--- config.mk ---
export PLATFORM = sky130hd
export DESIGN_NAME = eth_packet_source_flat
export DESIGN_NICKNAME = d
export VERILOG_FILES = /design/src/rtl/eth_pkt_pkg.sv /design/src/rtl/eth_packet_source_if.sv /design/src/rtl/eth_lfsr8.sv /design/src/rtl/eth_packet_source.sv /design/src/flat_wrapper.sv
export SDC_FILE = /design/constraint.sdc
export NUM_CORES = 1
export LEC_CHECK = 0
export ABC_AREA = 0
export ABC_CLOCK_PERIOD_IN_PS = 6230
export CAP_MARGIN = 20
export CORE_ASPECT_RATIO = 1.75
export CORE_UTILIZATION = 62
export DETAILED_ROUTE_END_ITERATION = 8
export PLACE_DENSITY = 0.87
export SETUP_SLACK_MARGIN = 0.15
export SYNTH_ARGS = -nofsm -noshare
export SYNTH_HDL_FRONTEND = slang
export SYNTH_HIERARCHICAL = 1
export SYNTH_SLANG_ARGS = --single-unit
--- constraint.sdc ---
create_clock -name clk -period 6.23 [get_ports clk]
set_input_delay 1.5575 -clock clk [delete_from_list [all_inputs] [get_ports clk]]
set_output_delay 1.5575 -clock clk [all_outputs]
set_load 0.1 [all_outputs]
--- src/rtl/eth_pkt_pkg.sv ---
// Shared types and constants for the Ethernet test-packet source.
package eth_pkt_pkg;

    localparam int unsigned BYTE_W = 8;
    localparam int unsigned MODE_W = 2;

    typedef enum logic [1:0] {
        IDLE = 2'd0,
        SEND = 2'd1,
        GAP  = 2'd2,
        DONE = 2'd3
    } state_t;

    localparam logic [MODE_W-1:0] MODE_INC   = 2'b00;
    localparam logic [MODE_W-1:0] MODE_FIXED = 2'b01;
    localparam logic [MODE_W-1:0] MODE_LFSR  = 2'b10;

    // Fibonacci taps for x^8+x^6+x^5+x^4+1; all-zero would lock the LFSR
    localparam logic [BYTE_W-1:0] LFSR_TAPS     = 8'hB8;
    localparam logic [BYTE_W-1:0] LFSR_ZERO_SUB = 8'h01;

    function automatic logic [BYTE_W-1:0] lfsr_next(input logic [BYTE_W-1:0] v);
        return {v[BYTE_W-2:0], ^(v & LFSR_TAPS)};
    endfunction

    function automatic logic [BYTE_W-1:0] lfsr_seed(input logic [BYTE_W-1:0] s);
        return (s == '0) ? LFSR_ZERO_SUB : s;
    endfunction

endpackage

--- src/rtl/eth_packet_source_if.sv ---
// Byte-stream handshake with sop/eop framing towards the packet buffer write side.
interface eth_packet_source_if;

    logic [eth_pkt_pkg::BYTE_W-1:0] tx_data;
    logic                           tx_valid;
    logic                           tx_sop;
    logic                           tx_eop;
    logic                           tx_ready;

    modport master (output tx_data, output tx_valid, output tx_sop, output tx_eop,
                    input  tx_ready);
    modport slave  (input  tx_data, input  tx_valid, input  tx_sop, input  tx_eop,
                    output tx_ready);

endinterface

--- src/rtl/eth_lfsr8.sv ---
// 8-bit Fibonacci LFSR with synchronous seed load and per-transfer advance.
module eth_lfsr8
    import eth_pkt_pkg::*;
(
    input  logic              clk,
    input  logic              rst_n,
    input  logic              load,
    input  logic [BYTE_W-1:0] seed,
    input  logic              advance,
    output logic [BYTE_W-1:0] value
);

    always_ff @(posedge clk or negedge rst_n) begin
        if (!rst_n) begin
            value <= LFSR_ZERO_SUB;
        end else if (load) begin
            value <= lfsr_seed(seed);
        end else if (advance) begin
            value <= lfsr_next(value);
        end
    end

endmodule

--- src/rtl/eth_packet_source.sv ---
// Test packet generator: configurable length, count, gap and payload pattern,
// honouring sink backpressure and counting completed packets.
module eth_packet_source
    import eth_pkt_pkg::*;
#(
    parameter int unsigned LEN_WIDTH = 16,
    parameter int unsigned CNT_WIDTH = 16,
    parameter int unsigned GAP_WIDTH = 8
) (
    input  logic                 clk,
    input  logic                 rst_n,
    input  logic                 start,
    input  logic                 abort,
    input  logic [LEN_WIDTH-1:0] cfg_len,
    input  logic [CNT_WIDTH-1:0] cfg_count,
    input  logic [GAP_WIDTH-1:0] cfg_gap,
    input  logic [MODE_W-1:0]    cfg_mode,
    input  logic [BYTE_W-1:0]    cfg_seed,
    eth_packet_source_if.master  tx,
    output logic                 busy,
    output logic                 done,
    output logic                 cfg_error,
    output logic [CNT_WIDTH-1:0] pkt_sent
);

    state_t               state_q, state_n;
    logic [BYTE_W-1:0]    data_q, data_n;
    logic                 valid_q, valid_n, sop_q, sop_n, eop_q, eop_n;
    logic                 busy_q, busy_n, done_q, done_n, err_q, err_n;
    logic [CNT_WIDTH-1:0] sent_q, sent_n, count_q, count_n;
    logic [LEN_WIDTH-1:0] idx_q, idx_n, len_q, len_n;
    logic [GAP_WIDTH-1:0] gap_q, gap_n, gap_cnt_q, gap_cnt_n;
    logic [MODE_W-1:0]    mode_q, mode_n, mode_in;
    logic [BYTE_W-1:0]    seed_q, seed_n;
    logic                 abort_q, abort_n;
    logic                 lfsr_load, lfsr_adv;
    logic [BYTE_W-1:0]    lfsr_value;
    logic [LEN_WIDTH-1:0] idx_inc;
    logic                 last_pkt;

    eth_lfsr8 u_lfsr (
        .clk     (clk),
        .rst_n   (rst_n),
        .load    (lfsr_load),
        .seed    (cfg_seed),
        .advance (lfsr_adv),
        .value   (lfsr_value)
    );

    assign mode_in  = (cfg_mode == MODE_FIXED || cfg_mode == MODE_LFSR) ? cfg_mode : MODE_INC;
    assign idx_inc  = idx_q + LEN_WIDTH'(1);
    assign last_pkt = (count_q != '0) && (sent_q + CNT_WIDTH'(1) == count_q);

    // Next-state and next-output logic; every output is taken from a register
    always_comb begin
        state_n   = state_q;
        data_n    = data_q;
        valid_n   = valid_q;
        sop_n     = sop_q;
        eop_n     = eop_q;
        busy_n    = busy_q;
        done_n    = 1'b0;
        err_n     = 1'b0;
        sent_n    = sent_q;
        count_n   = count_q;
        idx_n     = idx_q;
        len_n     = len_q;
        gap_n     = gap_q;
        gap_cnt_n = gap_cnt_q;
        mode_n    = mode_q;
        seed_n    = seed_q;
        abort_n   = abort_q;
        lfsr_load = 1'b0;
        lfsr_adv  = 1'b0;

        case (state_q)
            IDLE: begin
                if (start && cfg_len == '0) begin
                    err_n = 1'b1;
                end else if (start) begin
                    len_n     = cfg_len;
                    count_n   = cfg_count;
                    gap_n     = cfg_gap;
                    mode_n    = mode_in;
                    seed_n    = cfg_seed;
                    sent_n    = '0;
                    idx_n     = '0;
                    abort_n   = 1'b0;
                    lfsr_load = 1'b1;
                    state_n   = SEND;
                    busy_n    = 1'b1;
                    valid_n   = 1'b1;
                    sop_n     = 1'b1;
                    eop_n     = (cfg_len == LEN_WIDTH'(1));
                    data_n    = (mode_in == MODE_LFSR) ? lfsr_seed(cfg_seed) : cfg_seed;
                end
            end
            SEND: begin
                if (abort) abort_n = 1'b1;
                if (tx.tx_ready) begin
                    lfsr_adv = (mode_q == MODE_LFSR);
                    if (eop_q) begin
                        sent_n = sent_q + CNT_WIDTH'(1);
                        idx_n  = '0;
                        if (last_pkt || abort_q || abort) begin
                            state_n = DONE;
                            valid_n = 1'b0;
                            sop_n   = 1'b0;
                            eop_n   = 1'b0;
                            busy_n  = 1'b0;
                            done_n  = 1'b1;
                        end else if (gap_q != '0) begin
                            state_n   = GAP;
                            valid_n   = 1'b0;
                            sop_n     = 1'b0;
                            eop_n     = 1'b0;
                            gap_cnt_n = gap_q;
                        end else begin
                            sop_n  = 1'b1;
                            eop_n  = (len_q == LEN_WIDTH'(1));
                            data_n = (mode_q == MODE_LFSR) ? lfsr_next(lfsr_value) : seed_q;
                        end
                    end else begin
                        idx_n = idx_inc;
                        sop_n = 1'b0;
                        eop_n = (idx_inc == len_q - LEN_WIDTH'(1));
                        case (mode_q)
                            MODE_FIXED: data_n = seed_q;
                            MODE_LFSR:  data_n = lfsr_next(lfsr_value);
                            default:    data_n = seed_q + BYTE_W'(idx_inc);
                        endcase
                    end
                end
            end
            GAP: begin
                if (abort || abort_q) begin
                    abort_n = 1'b1;
                    state_n = DONE;
                    busy_n  = 1'b0;
                    done_n  = 1'b1;
                end else if (gap_cnt_q == GAP_WIDTH'(1)) begin
                    // LFSR already advanced on the eop transfer, so its value is the next byte
                    state_n = SEND;
                    valid_n = 1'b1;
                    sop_n   = 1'b1;
                    eop_n   = (len_q == LEN_WIDTH'(1));
                    data_n  = (mode_q == MODE_LFSR) ? lfsr_value : seed_q;
                end else begin
                    gap_cnt_n = gap_cnt_q - GAP_WIDTH'(1);
                end
            end
            DONE: begin
                state_n = IDLE;
            end
            default: begin
                state_n = IDLE;
            end
        endcase
    end

    always_ff @(posedge clk or negedge rst_n) begin
        if (!rst_n) begin
            state_q   <= IDLE;
            data_q    <= '0;
            valid_q   <= 1'b0;
            sop_q     <= 1'b0;
            eop_q     <= 1'b0;
            busy_q    <= 1'b0;
            done_q    <= 1'b0;
            err_q     <= 1'b0;
            sent_q    <= '0;
            count_q   <= '0;
            idx_q     <= '0;
            len_q     <= '0;
            gap_q     <= '0;
            gap_cnt_q <= '0;
            mode_q    <= MODE_INC;
            seed_q    <= '0;
            abort_q   <= 1'b0;
        end else begin
            state_q   <= state_n;
            data_q    <= data_n;
            valid_q   <= valid_n;
            sop_q     <= sop_n;
            eop_q     <= eop_n;
            busy_q    <= busy_n;
            done_q    <= done_n;
            err_q     <= err_n;
            sent_q    <= sent_n;
            count_q   <= count_n;
            idx_q     <= idx_n;
            len_q     <= len_n;
            gap_q     <= gap_n;
            gap_cnt_q <= gap_cnt_n;
            mode_q    <= mode_n;
            seed_q    <= seed_n;
            abort_q   <= abort_n;
        end
    end

    assign tx.tx_data  = data_q;
    assign tx.tx_valid = valid_q;
    assign tx.tx_sop   = sop_q;
    assign tx.tx_eop   = eop_q;
    assign busy        = busy_q;
    assign done        = done_q;
    assign cfg_error   = err_q;
    assign pkt_sent    = sent_q;

endmodule

--- src/flat_wrapper.sv ---
// flat-port wrapper written by rule: the top's interface ports become plain ports
module eth_packet_source_flat import eth_pkt_pkg::*;
#(
    parameter int unsigned LEN_WIDTH = 16,
    parameter int unsigned CNT_WIDTH = 16,
    parameter int unsigned GAP_WIDTH = 8
)
  (clk, rst_n, start, abort, cfg_len, cfg_count, cfg_gap, cfg_mode, cfg_seed, busy, done, cfg_error, pkt_sent, tx_tx_data, tx_tx_valid, tx_tx_sop, tx_tx_eop, tx_tx_ready);
  eth_packet_source_if tx_i ();
  input  logic clk;
  input  logic rst_n;
  input  logic start;
  input  logic abort;
  input  logic [LEN_WIDTH-1:0] cfg_len;
  input  logic [CNT_WIDTH-1:0] cfg_count;
  input  logic [GAP_WIDTH-1:0] cfg_gap;
  input  logic [MODE_W-1:0] cfg_mode;
  input  logic [BYTE_W-1:0] cfg_seed;
  output logic busy;
  output logic done;
  output logic cfg_error;
  output logic [CNT_WIDTH-1:0] pkt_sent;
  output wire logic [$bits(tx_i.tx_data)-1:0] tx_tx_data;
  output wire logic [$bits(tx_i.tx_valid)-1:0] tx_tx_valid;
  output wire logic [$bits(tx_i.tx_sop)-1:0] tx_tx_sop;
  output wire logic [$bits(tx_i.tx_eop)-1:0] tx_tx_eop;
  input wire logic [$bits(tx_i.tx_ready)-1:0] tx_tx_ready;
  assign tx_tx_data = tx_i.tx_data;
  assign tx_tx_valid = tx_i.tx_valid;
  assign tx_tx_sop = tx_i.tx_sop;
  assign tx_tx_eop = tx_i.tx_eop;
  assign tx_i.tx_ready = tx_tx_ready;
  eth_packet_source #(.LEN_WIDTH(LEN_WIDTH), .CNT_WIDTH(CNT_WIDTH), .GAP_WIDTH(GAP_WIDTH)) u_core (.clk(clk), .rst_n(rst_n), .start(start), .abort(abort), .cfg_len(cfg_len), .cfg_count(cfg_count), .cfg_gap(cfg_gap), .cfg_mode(cfg_mode), .cfg_seed(cfg_seed), .tx(tx_i), .busy(busy), .done(done), .cfg_error(cfg_error), .pkt_sent(pkt_sent));
endmodule
Word level (Yosys, flattened, before mapping). Cells that the tools add are included.

Shift-type cells: 0. Div/mod/pow operators: 0. Eq/ne operators: 29. $mul: 0. Bitwise logic cells: 1. Reductions and logical operators: 26. $add $sub $neg: 5. Muxes and demuxes: 86. Order comparisons: 0.

Operators by type and width (number): $mux W8 (20); $mux W16 (6); $pmux W16 S2 (2); $mux W1 (39); $add A16 B1 Y16 const B (2); $eq A16 B1 Y1 const B (2); $eq A16 B16 Y1 (2); $pmux W8 S2 (2); $pmux W8 S3 (1); $mux W2 (9); $logic_not A16 Y1 (1); $reduce_and A8 Y1 (2); $reduce_bool A16 Y1 (1); $sub A16 B1 Y16 const B (1); $pmux W1 S3 (5); $ne A2 B2 Y1 const B (7); $reduce_and A7 Y1 (2); $reduce_and A6 Y1 (2); $eq A2 B2 Y1 const B (5); $ne A2 B1 Y1 const B (5); $reduce_and A5 Y1 (2); $add A8 B8 Y8 (1); $eq A8 B1 Y1 const B (1); $logic_not A8 Y1 (1); other kinds (16) (26).

Word-level logic and storage cells: 165. Memories kept: 0. Output and inout bits: 30. Latch bits: 0. Bits of input ports: 55. Bits in read-only memories: 0. Register bits: 115. Memory bits (writable): 0.

Logic depth before layout (Yosys ltp). Gate-level depths: netlist of the first run.

Word-level depth: 9. Depth in mapped cells: 12. Mapped depth without buffers: 12.

Hierarchy. Netlist of the first run, hierarchy kept.

Modules (own cells, without submodules): eth_packet_source (times used 1, area an instance 6990.5 um^2, cells an instance 798, sequential area each 2677.6 um^2); eth_lfsr8 (times used 1, area an instance 404.1 um^2, cells an instance 40, sequential area each 201.4 um^2).

Worst setup path after synthesis of the first run. No wires, ideal clock.

Kind: in2reg. Start: in cfg_len[9]. End: reg u_core.idx_q[8]. Path buffers: 2. Library setup time: 135 ps. Cell stages on the path: 10. Required time: 6095 ps. Data arrival time: 3257 ps. Path slack: 2838 ps. Cell sequence: nor4_1 -> nand4_1 -> o21ai_0 -> a21oi_1 -> clkbuf_1 -> nand2_1 -> clkbuf_1 -> nor2_1 -> o21ai_0 -> o21ai_0.

Cells in the longest elaborated chain, start to end: 4.

RTL lines: from (decl) (line flat_wrapper.sv:14) `input logic [LEN_WIDTH-1:0] cfg_len;`; $logic_not A16 Y1 (line eth_packet_source.sv:78) `if (start && cfg_len == '0) begin`; $logic_and A1 B1 Y1 (line eth_packet_source.sv:78); $ne A2 B2 Y1 (no line); $reduce_and A4 Y1 (no line); to (signal assigned) (line eth_packet_source.sv:191) `idx_q <= idx_n;`; to (decl) (line eth_packet_source.sv:31) `logic [LEN_WIDTH-1:0] idx_q, idx_n, len_q, len_n;`.

Every way passes these cells. A chain may end at the register's enable or synchronous reset.

Worst setup path after layout of the first run.
Start: in cfg_len[9]. End: reg u_core.sent_q[10] (netlist: u_core/pkt_sent[10]).

Cells in the longest elaborated chain, start to end: 4.

RTL lines: $logic_not A16 Y1 (line eth_packet_source.sv:78); $logic_and A1 B1 Y1 (line eth_packet_source.sv:78); $ne A2 B2 Y1 (no line); $reduce_and A5 Y1 (no line); to (signal assigned) (line eth_packet_source.sv:189) `sent_q <= sent_n;`; to (decl) (line eth_packet_source.sv:30) `logic [CNT_WIDTH-1:0] sent_q, sent_n, count_q, count_n;`.

Every way passes these cells.

==> flow_summary.ini, run 1 <==
[status]
status = finished, violations left
failed_checks = design-rule violations

[final_layout]
fin_nets = 976
fill_cells = 779
drive_gt1_share_pct = 9.19
final_cells = 1049
antenna_cells = 0
area_delta_synth_final_pct = 20.3
final_cell_mix = nand2_1 (147), dfrtp_1 (114), clkdlybuf4s50_1 (83), o21ai_0 (68), xnor2_1 (52)
mostFrequentLayoutCell = nand2_1

[clock_tree]
cts.hold.buffers_added = 0
cts_resized = 0
cts_tree = built
root_buffer = clkbuf_16
cts_setup_buffers = 0
clock-sinks = 115
clockBufferDepth = 2
htreeDepth = 4
insertion_delay_ps = 420
clk_pin_slew_worst_paths_ps = 50
cts_buffers = 17

[yosys]
synth_nets = 913
synth.area.mux_share_pct = 5.47
synth_area_per_cell_sq_um = 8.82
synth_area_sq_um = 7390
yosysUniqueCellTypes = 81
synth-adder-area-share_pct = 3.49
synth_edf_count = 0
yosysTopAreaCell = dfrtp_1
async_flop_share_pct = 100
synthCells = 838
synth_simple_gate_area_share_pct = 22.7
synth_top_family_by_area = simple AND/OR/NAND/NOR gates
yosys-top-cells-area = dfrtp_1 (39%), nand2_1 (7.5%), xnor2_1 (6.2%)
synth_top_area_share_pct = 38.6
synth_ff_type = dfrtp_1
synth-seq-cells = 115
synth-compound-area-share_pct = 16.5
yosysSeqAreaShare_pct = 38.9
yosysWarnings = 6
synth-xor-area-share_pct = 9.07

[timing]
setup_viol = 0
setup_tns_ps = 0
fin_crit_sh_pct = 72.5
rsz0062_at_grt = false
finalCriticalPeriod_ps = 4510
slew_violations = 0
max_slew_margin_pct = 32.9
tightest_slew_ps = 1010
max_clock_freq_ghz = 0.222
fin_skew_ps = 9.10
setup_ws_ps = 1720
finalHoldViolations = 0
worst_hold_slack_ps = 481

[worst_setup_path]
cp.arrival_ps = 4780
crit_fanout = 23
cp_cell_sequence = clkdlybuf4s50_1, nor4_1, nand4_1, o21ai_0, a21oi_1, nand2_1, a21oi_1, o21ai_0, o31ai_1
critPathTopFamily = simple AND/OR/NAND/NOR gates
worstSetupPathType = in2reg
end_kind = flip-flop
cpPeakStageDelay_ps = 700
required_ps = 6490
crit_buf_inv = 1
start_kind = input port
worst_path_max_delay_cell = nand2_1

[global_route]
grt_pass1_vias = 6954
overflow = 0
grt_pass1_wl_mm = 33.6
grtUsageTotal_pct = 34.5
antenna_found_initial = 0
grt_max_degree = 60

[floorplanning]
start_util_pct = 63.9
die_x_microns = 84.6
num_rows = 52
die_area_sq_um = 12400
core_sq_um = 11600
die_h_microns = 146
pin_count = 85

[route]
routed_wl_mm = 20.7
dr.pass1.iters = 9
drc = 6
viasPerCell = 6.66
wl_per_cell_microns = 19.7
first_iter_violations = 688
vias = 6991
ant_nets = 0

[min_path]
hold_class = reg2reg

[power]
p_leak_uw = 0.00363
peakVddDrop_mv = 0.465
p_per_area_nw_per_um2 = 517

[placement]
numPortBuffers = 84
place_inst = 1016
post-place-ws_ps = 1390
hpwl_mm = 13.9
gp_congestion = 0.932

[run]
maxCapViolCount = 0
-- metrics by stage --
step | total power [uW] | area [sq um] | utilization, %
floorplan | 2890 | 7390 | -
global placement | 3330 | 8250 | 71.3
detailed placement | 3420 | 8250 | 71.3
CTS | 4520 | 8890 | 76.8
global route | 4820 | 8900 | 76.8
finish | 4600 | 8900 | 76.8
-- worst reg2reg max path, stage by stage (launching register included) --
cell	delay, ps
dfrtp_1	440
inv_1	110
ha_1	490
clkinv_1	450
nor2_1	800
nand2_1	270
or4_1	590
nor4_1	260
nor4b_1	300
nand4_1	210
o211ai_1	160
-- synthesized netlist by cell type, types with 7 or more instances --
cell type and count:
a21o_1 7, a21oi_1 23, a221oi_1 8, a31oi_1 7, and3_1 10, clkbuf_1 35, dfrtp_1 114, ha_1 19
inv_1 21, mux2_2 23, mux2i_1 13, nand2_1 147, nand2b_1 9, nand3_1 23, nand4_1 12, nor2_1 40
nor3_1 27, nor4_1 20, o211ai_1 7, o21ai_0 68, o31ai_1 15, or3_1 9, xnor2_1 52, xor2_1 22
-- cell type report --
type	count	area, sq um	area share, %
Multi-Input combinational cell	654	4240	47.7
Sequential cell	115	2880	32.4
Timing Repair Buffer	90	883	9.93
Clock buffer	20	457	5.13
Clock inverter	12	180	2.02
Tap cell	135	169	1.90
Inverter	23	86.3	0.970
-- routing by layer --
metal | track usage [%] | wire length, microns | up-vias
met5 | 0 | 0 | -
met4 | 20.5 | 1140 | 0
met3 | 6.73 | 1380 | 111
met2 | 60.2 | 10700 | 409
met1 | 38.7 | 7490 | 3321
li1 | - | - | 3150
-- where the power goes --
part | total (uW) | leakage, uW | internal (uW) | switching (uW)
registers | 1340 | 0.00144 | 1010 | 326
logic | 2210 | 0.00189 | 834 | 1370
clock network | 1050 | 0.000294 | 690 | 360
total | 4600 | 0.00363 | 2540 | 2060
-- registers in the layout (all words and copies together) (netlist names), 2 cells and up --
register	cells
u_core/count_q	16
u_core/gap_cnt_q	8
u_core/gap_q	8
u_core/idx_q	16
u_core/len_q	16
u_core/mode_q	2
u_core/pkt_sent	16
u_core/seed_q	8
u_core/state_q	2
u_core/tx.tx_data	8
u_core/u_lfsr/value	8
-- kinds of logic after synthesis --
family | count (synthesis)
AO/OA/AOI/OAI | 185
XOR/XNOR | 75
adder cells (fa/ha/maj) | 20
buffers and inverters | 69
flip-flops | 115
multiplexers | 37
AND/OR/NAND/NOR | 337
-- path summary, 6_finish.rpt --
path | endpoint | cells after the start | slack (ps) | start
max reg2reg | u_core/tx.tx_eop | 10 | 2090 | u_core/state_q[1]
min in group asynchronous | u_core/len_q[12] | 1 | 1200 | rst_n
max in group asynchronous | u_core/gap_cnt_q[1] | 2 | 3800 | rst_n
max | u_core/pkt_sent[10] | 9 | 1720 | cfg_len[9]
min reg2reg | u_core/tx.tx_data[5] | 1 | 480 | u_core/tx.tx_data[5]
min | u_core/tx.tx_data[5] | 1 | 480 | u_core/tx.tx_data[5]
No activity file was read; power rests on OpenSTA's default activity.
==> run 2, diff against run 1 <==
--- a/config.mk
+++ b/config.mk
@@ -6,12 +6,12 @@
 export NUM_CORES = 1
 export LEC_CHECK = 0
 export ABC_AREA = 0
-export ABC_CLOCK_PERIOD_IN_PS = 6230
+export ABC_CLOCK_PERIOD_IN_PS = 4400
 export CAP_MARGIN = 20
 export CORE_ASPECT_RATIO = 1.75
-export CORE_UTILIZATION = 62
+export CORE_UTILIZATION = 57
 export DETAILED_ROUTE_END_ITERATION = 8
-export PLACE_DENSITY = 0.87
+export PLACE_DENSITY = 0.81
 export SETUP_SLACK_MARGIN = 0.15
 export SYNTH_ARGS = -nofsm -noshare
 export SYNTH_HDL_FRONTEND = slang
==> constraint.sdc (replaced) <==
create_clock -name clk -period 4.4 [get_ports clk]
set_input_delay 1.1 -clock clk [delete_from_list [all_inputs] [get_ports clk]]
set_output_delay 1.1 -clock clk [all_outputs]
set_load 0.1 [all_outputs]
==> run 2 against run 1 <==
Against the previous run: the flow now finishes without violations; combinational power grew 39%; sequential power increased by 41%; worst hold slack improved by 8.0 ps; count of clock-buffer cells in the layout fell by 2; wire length down 0.43%; worst setup slack got worse by 990 ps; critical path depth is 2 higher; die area grew 8.6%; first-iteration DRC count fell by 25%; power is 37% higher; final cell count rose by 3.7%; global-route usage fell by 1.8 points; critical path type unchanged; highest routed layer unchanged.
==> flow_summary.ini, run 2 (synthesis results as in run 1) <==
[status]
status = complete, no violations

[clock_tree]
clockBufferDepth = 2
clock-sinks = 115
clk_pin_slew_worst_paths_ps = 60
cts_setup_buffers = 0
cts_buffers = 17
insertion_delay_ps = 420
cts_resized = 0
htreeDepth = 4
cts.hold.buffers_added = 0
root_buffer = clkbuf_16
cts_tree = built

[route]
wl_per_cell_microns = 18.9
routed_wl_mm = 20.6
wl_met1_mm = 7.40
ant_nets = 0
vias = 6975
viasPerCell = 6.41
wl_met2_mm = 10.9
route.met3.wl_mm = 1.24
dr.pass1.iters = 6
drc = 0
topRoutingLayerUsed = met4
first_iter_violations = 513

[global_route]
grt_pass1_vias = 7065
grtUsageTotal_pct = 32.7
grt_max_degree = 69
antenna_found_initial = 0
overflow = 0
grt_pass1_wl_mm = 34.0

[timing]
finalHoldViolations = 0
tightest_slew_ps = 981
finalCriticalPeriod_ps = 3670
rsz0062_at_grt = false
fin_crit_sh_pct = 83.4
slew_violations = 0
fin_skew_ps = 8.96
setup_tns_ps = 0
max_slew_margin_pct = 34.3
worst_hold_slack_ps = 489
setup_viol = 0
max_clock_freq_ghz = 0.272

[floorplanning]
pin_count = 85
die_h_microns = 153
core_sq_um = 12600
die_x_microns = 88.1
die_area_sq_um = 13500
start_util_pct = 58.8
num_rows = 54

[worst_setup_path]
r2r_slack_ps = 1040
crit_fanout = 23
r2r_cells = 9
r2r-start = u_core/pkt_sent[0]
start_kind = input port
worstSetupPathType = in2reg
cpPeakStageDelay_ps = 500
worst_path_max_delay_cell = nor4_1
crit_start = cfg_len[9]
cp_cell_sequence = clkdlybuf4s50_1, nor4_1, nand4_1, o21ai_0, a21oi_1, buf_4, nand2_1, buf_4, a21oi_1, o21ai_0, o31ai_1
cp.arrival_ps = 3960
end_kind = flip-flop
crit_buf_inv = 3
reg2reg_to = u_core/gap_cnt_q[6]
critPathTopFamily = compound AO/OA/AOI/OAI gates
required_ps = 4690

[min_path]
hold_path_depth = 1
holdPathEnd = u_core/tx.tx_data[4]
hold_class = reg2reg
hold_start = u_core/tx.tx_data[4]

[final_layout]
mostFrequentLayoutCell = nand2_1
antenna_cells = 0
fin_nets = 982
area_delta_synth_final_pct = 20.7
drive_gt1_share_pct = 9.89
final_cell_mix = nand2_1 (147), dfrtp_1 (114), clkdlybuf4s50_1 (83), o21ai_0 (68), xnor2_1 (52)

[placement]
numPortBuffers = 84
hpwl_mm = 14.2
gp_congestion = 0.931

[power]
power.total_uw = 6300
p_leak_uw = 0.00364
p_per_area_nw_per_um2 = 706
peakVddDrop_mv = 0.724

[run]
maxCapViolCount = 0
## run 2: how the worst max path moves through the flow
stage / depth (start not counted) / end / slack [ps]
2_1_floorplan: 10 / u_core/tx.tx_data[5] / 1140
3_3_place_gp: 11 / u_core/pkt_sent[10] / 630
3_5_place_dp: 11 / u_core/pkt_sent[10] / 420
4_1_cts: 11 / u_core/pkt_sent[10] / 850
5_1_grt: 11 / u_core/pkt_sent[10] / 580
6_report: 11 / u_core/pkt_sent[10] / 730
## run 2: area by class of cell
class | instances | area [sq um]
multi-input cells | 654 | 4240
fillers | 995 | 3640
flip-flops and latches | 115 | 2880
repair buffers | 96 | 941
clock buffers | 18 | 439
well taps | 168 | 210
clock inverters | 14 | 129
inverters | 23 | 86.3
## run 2: stage by stage
| step | std cells | cell area, sq um | utilization [%] | setup slack, ps |
|---|---|---|---|---|
| CTS | 1088 | 8930 | 71.0 | 846 |
| floorplan | 838 | 7390 | - | 1140 |
| detailed placement | 1056 | 8360 | 66.5 | 422 |
| finish | 1088 | 8930 | 71.0 | 729 |
| global route | 1088 | 8930 | 71.0 | 583 |
| global placement | 1056 | 8360 | 66.5 | 627 |
## run 2: per-layer routing
layer	GRT usage, %	up-vias
li1	-	3148
met1	36.7	3372
met2	56.5	356
met3	6.01	99
met4	19.0	0
met5	0	-
## run 2: worst register-to-register path: cells and delay by family (launching register included)
family	cells	cell delay (ps)
fa+ha+maj	1	370
flops	1	490
simple gates	6	1940
xor+xnor	1	170
compound gates	1	280
## run 2: power breakdown
group	internal [uW]	leakage (uW)	total [uW]	switching, uW
clock	797	0.000274	1330	529
sequential	1440	0.00144	1890	458
combinational	1210	0.00192	3080	1870
